[src/rtl/bf_uart_tx.sv]
// Byte FIFO plus 8N1 serialiser carrying the core's '.' output to the host UART pin.
// Latency: a byte written on edge N into an idle, empty block is popped on N+1; tx falls after N+2.
// Backpressure: out_ready = FIFO not full; a refused offer sets the sticky overflow flag.
module bf_uart_tx #(
  parameter int CLK_HZ     = 12000000,
  parameter int BAUD       = 115200,
  parameter int FIFO_DEPTH = 16
) (
  input  logic                        clk,
  input  logic                        resetn,
  input  logic                        out_valid,
  input  logic [7:0]                  out_data,
  output logic                        out_ready,
  output logic                        tx,
  output logic                        busy,
  output logic [$clog2(FIFO_DEPTH):0] fifo_count,
  output logic                        overflow
);
  localparam int CLKS_PER_BIT = CLK_HZ / BAUD;
  localparam int AW = $clog2(FIFO_DEPTH);
  localparam int BW = $clog2(CLKS_PER_BIT);
  localparam logic [AW:0]   FULL     = (AW+1)'(FIFO_DEPTH);
  localparam logic [BW-1:0] BAUD_MAX = BW'(CLKS_PER_BIT - 1);

  typedef enum logic [1:0] {S_IDLE, S_START, S_DATA, S_STOP} state_t;

  state_t        state;
  logic [7:0]    mem [FIFO_DEPTH];
  logic [AW-1:0] wr_ptr;
  logic [AW-1:0] rd_ptr;
  logic [AW:0]   count;
  logic [BW-1:0] baud_cnt;
  logic [2:0]    bit_idx;
  logic [7:0]    shreg;
  logic          push;
  logic          pop;
  logic          baud_last;

  assign out_ready  = (count != FULL);
  assign push       = out_valid && out_ready;
  assign baud_last  = (baud_cnt == BAUD_MAX);
  // Pop either from idle or on the final stop-bit cycle, so frames run back to back.
  assign pop        = (count != '0) && ((state == S_IDLE) || ((state == S_STOP) && baud_last));
  assign busy       = (state != S_IDLE) || (count != '0);
  assign fifo_count = count;

  always_ff @(posedge clk) begin
    if (push) mem[wr_ptr] <= out_data;
  end

  always_ff @(posedge clk or negedge resetn) begin
    if (!resetn) begin
      wr_ptr   <= '0;
      rd_ptr   <= '0;
      count    <= '0;
      overflow <= 1'b0;
    end else begin
      if (push) wr_ptr <= wr_ptr + AW'(1);
      if (pop)  rd_ptr <= rd_ptr + AW'(1);
      if (push && !pop)      count <= count + (AW+1)'(1);
      else if (pop && !push) count <= count - (AW+1)'(1);
      if (out_valid && !out_ready) overflow <= 1'b1;
    end
  end

  // tx is registered from the current state, so the line lags the state by one cycle.
  always_ff @(posedge clk or negedge resetn) begin
    if (!resetn) begin
      state    <= S_IDLE;
      baud_cnt <= '0;
      bit_idx  <= '0;
      shreg    <= '0;
      tx       <= 1'b1;
    end else begin
      case (state)
        S_IDLE: begin
          tx <= 1'b1;
          if (pop) begin
            shreg    <= mem[rd_ptr];
            baud_cnt <= '0;
            state    <= S_START;
          end
        end
        S_START: begin
          tx <= 1'b0;
          if (baud_last) begin
            baud_cnt <= '0;
            bit_idx  <= '0;
            state    <= S_DATA;
          end else begin
            baud_cnt <= baud_cnt + BW'(1);
          end
        end
        S_DATA: begin
          tx <= shreg[bit_idx];
          if (baud_last) begin
            baud_cnt <= '0;
            if (bit_idx == 3'd7) state <= S_STOP;
            else                 bit_idx <= bit_idx + 3'd1;
          end else begin
            baud_cnt <= baud_cnt + BW'(1);
          end
        end
        S_STOP: begin
          tx <= 1'b1;
          if (baud_last) begin
            baud_cnt <= '0;
            if (pop) begin
              shreg <= mem[rd_ptr];
              state <= S_START;
            end else begin
              state <= S_IDLE;
            end
          end else begin
            baud_cnt <= baud_cnt + BW'(1);
          end
        end
        default: state <= S_IDLE;
      endcase
    end
  end
endmodule
[config.mk]
export PLATFORM = sky130hd
export DESIGN_NAME = bf_uart_tx
export DESIGN_NICKNAME = d
export VERILOG_FILES = /design/src/rtl/bf_uart_tx.sv
export SDC_FILE = /design/constraint.sdc
export NUM_CORES = 1
export LEC_CHECK = 0
export ABC_AREA = 1
export CAP_MARGIN = 15
export CORE_ASPECT_RATIO = 1.1
export CORE_MARGIN = 5
export CORE_UTILIZATION = 40
export CTS_CLUSTER_DIAMETER = 80
export CTS_CLUSTER_SIZE = 16
export DETAILED_ROUTE_END_ITERATION = 12
export GPL_TIMING_DRIVEN = 0
export HOLD_SLACK_MARGIN = 0.15
export PLACE_DENSITY_LB_ADDON = 0.05
export SLEW_MARGIN = 15
export SYNTH_ARGS = -nofsm -noshare
export SYNTH_HDL_FRONTEND = slang
export SYNTH_SLANG_ARGS = --single-unit
[constraint.sdc]
create_clock -name clk -period 3.3 [get_ports clk]
set_clock_uncertainty 0.05 [all_clocks]
set_input_delay 0.33 -clock clk [delete_from_list [all_inputs] [get_ports clk]]
set_output_delay 0.33 -clock clk [all_outputs]
set_load 0.02 [all_outputs]
==> run metrics <==
initial antenna violation count=0; wirelength, routed=18,950 um; area growth from synthesis to layout=15.99%; worst path required time=3.56 ns; Setup CP Type=register to register; CTS tree=done; hold crit path type=input pin to async pin; count leader, synth=nand2_1; reg2reg start=state[0]$_DFFE_PN0P_; Worst setup EP type=register; buffers added on ports=19; Reg clk slew, reported paths=0.06 ns; Post-Layout Cell Count=1,079; CORE AREA=18,970 um^2; CP Max Fanout=7; Global Route Usage Sum=18.28%; Cell Area, Placed=8195 um^2; Pins Over Slew Limit=0; Synth Net Count=804; Synth top area share=50.27%; Setup WS post-layout=0.5524 ns; total power=5.430 mW; Leak Pwr=3.924 nW; Fin. Hold Viols=0; antenna-violating nets left=0; Fin Setup TNS=0 ns; RSZ-0062 raised after global routing=false; Seq cells post-synth=163; Cell Pwr Density=612.2 nW/um^2; Area contributors post-synth=edfxtp_1 50%, nand2_1 11%, dfrtp_1 11%; fin crit share=83.26%; global-route wire length before repair=29,850 um; WL/cell=17.56 um; DRC=0; vias in the first global route=5,259; Critical Path Start=state[0]$_DFFE_PN0P_; drt pass-1 iters=5; critical path launch point type=register; CP most frequent cell=ha_1; initial DRC count=406; # setup viols final=0; diode count=0; DIE WIDTH=141.8 um; internal power=3.975 mW; Site Rows=53; Post-Syn Area=7646 um^2; I/O pin cnt=20; Clock Path Buffers=2; clk root buf=clkbuf_16; Cell Chain, Critical Path=inv_1, ha_1, or2_1, nand2_2, inv_2, nand2_8, ha_1, inv_1, ha_1, a21oi_1, o21ai_0, a21oi_1, o21ai_0, nand2_1, nand2_1; share of layout cells above drive strength 1=12.26%; VDD IR max=0.4012 mV; largest net degree at the start of global routing=24; HPWL after DPL=13,410 um; Crit-path slowest cell=dfrtp_1; pre-CTS setup slack=0.5522 ns; cell count after synthesis=774; final instance area=8869 um^2; grt total ovfl=0; sequential share of the synthesized area=61.74%; Die Height=155.0 um; min cycle time layout=2.748 ns; Clk Latency, worst-skew pair=0.42 ns; switching pwr=1.455 mW; routed vias/inst=4.783; relative slew slack=27.73%; Combinational Power Share=14.7%; Post-Place Cells=1,043; Fmax=364.0 MHz; Placer Congestion=0.8810; Nets=849; H-tree levels=4; Initial Utilization=40.32%; Clock Sinks=163; status=completed; area leader, netlist=edfxtp_1; vias post-DR=5,161; ys async rst share=21.47%; Arrival @ worst endpoint=3.01 ns; Sequential Power Share=46.5%; Slew @ Worst Pin=1.076 ns; Post-synth top cells=231 x nand2_1, 128 x edfxtp_1, 122 x inv_1, 107 x nand3_1, 34 x dfrtp_1; Post-CTS Resized=0; EDFF count, synth=128; die area=21,980 um^2; CTS buffer count=17; Net Sw Frac=26.80%; crit-path max cell delay=0.42 ns; Warnings, synthesis=0; Max Cap Violations=0; top_reg_cell synth=edfxtp_1; Netlist cell types=40; mean post-synth cell area=9.879 um^2; Clk pwr share=38.8%
==> area by class of cell <==
type	count	area [um^2]
clock inverters	15	202.7
repair buffers	26	245.2
inverters	132	496.7
flip-flops and latches	163	4721
clock buffers	17	425.4
well taps	247	309.0
multi-input cells	452	2313
fillers	1844	10100
plain buffers	27	155.1
==> per-layer routing <==
metal	vias to the layer above	routed length, um	global-route usage, %
li1	2590	-	-
met1	2447	8159	22.77
met2	93	9671	31.79
met3	31	651	3.412
met4	0	463	6.490
met5	-	0	0
==> worst max-delay path: cells and delay by family, from the launching register on <==
kind,cells,cell delay (ns)
DFF,1,0.42
and+or+nand+nor,5,0.53
buffers and inverters,3,0.31
adders and majority gates,3,0.78
AOI/OAI and AO/OA,4,0.54
==> flip-flops by register name, summed over array words and instances, names as in the netlist <==
register	flops
shreg	8
state	2
wr_ptr	4
baud_cnt	7
overflow	1
bit_idx	3
fifo_count	5
rd_ptr	4
mem	128
tx	1
==> power by group through the flow <==
stage	logic [mW]	clock network (mW)	registers, mW
final	0.800	2.10	2.53
after floorplan	0.432	0	2.59
after global routing	0.898	2.22	2.55
after global placement	0.756	0	2.57
after CTS	0.798	2.15	2.53
after detailed placement	0.791	0	2.57
==> placed cells by master, fill, tap and decap left out, types with 15 or more instances in the layout <==
cell and count:
nand2_1 231, edfxtp_1 128, inv_1 122, nand3_1 107
dfrtp_1 34, buf_2 20, ha_1 18, clkdlybuf4s50_1 18
nor2_1 17, clkbuf_16 17, o21ai_0 15
==> final timing paths <==
kind | slack (ns) | endpoint | cells past startpoint
hold / removal | 0.29 | shreg[7]$_DFFE_PN0P_ | 2
setup reg to reg | 0.55 | fifo_count[4]$_DFFE_PN0P_ | 15
min in group clk | 0.41 | overflow$_DFFE_PN0P_ | 1
setup / recovery | 0.55 | fifo_count[4]$_DFFE_PN0P_ | 15
max in group asynchronous | 2.40 | tx$_DFF_PN1_ | 3
hold reg to reg | 0.41 | overflow$_DFFE_PN0P_ | 1
==> repair_timing <==
item,4_1_cts,5_1_grt
endpoints found under the hold margin,34,0
setup buffers,0,0
hold buffers,1,0
==> cell families after synthesis <==
group,count (synthesis),synth area share (%)
AOI/OAI and AO/OA,31,2.193
xor gates and xnor gates,9,1.031
adders and majority gates,19,3.207
buffers and inverters,159,8.526
DFF,163,61.74
and+or+nand+nor,393,23.30
==> through the flow <==
| step | hold slack [ns] | util (%) |
|---|---|---|
| 6_report | 0.2910 | 46.76 |
| 5_1_grt | 0.3272 | 46.76 |
| 4_1_cts | 0.2925 | 46.58 |
| 3_5_place_dp | 0.2012 | 43.21 |
| 3_3_place_gp | 0.3897 | 42.95 |
| 2_1_floorplan | -0.01559 | - |
Note: power is estimated with default switching activity, not from simulation.
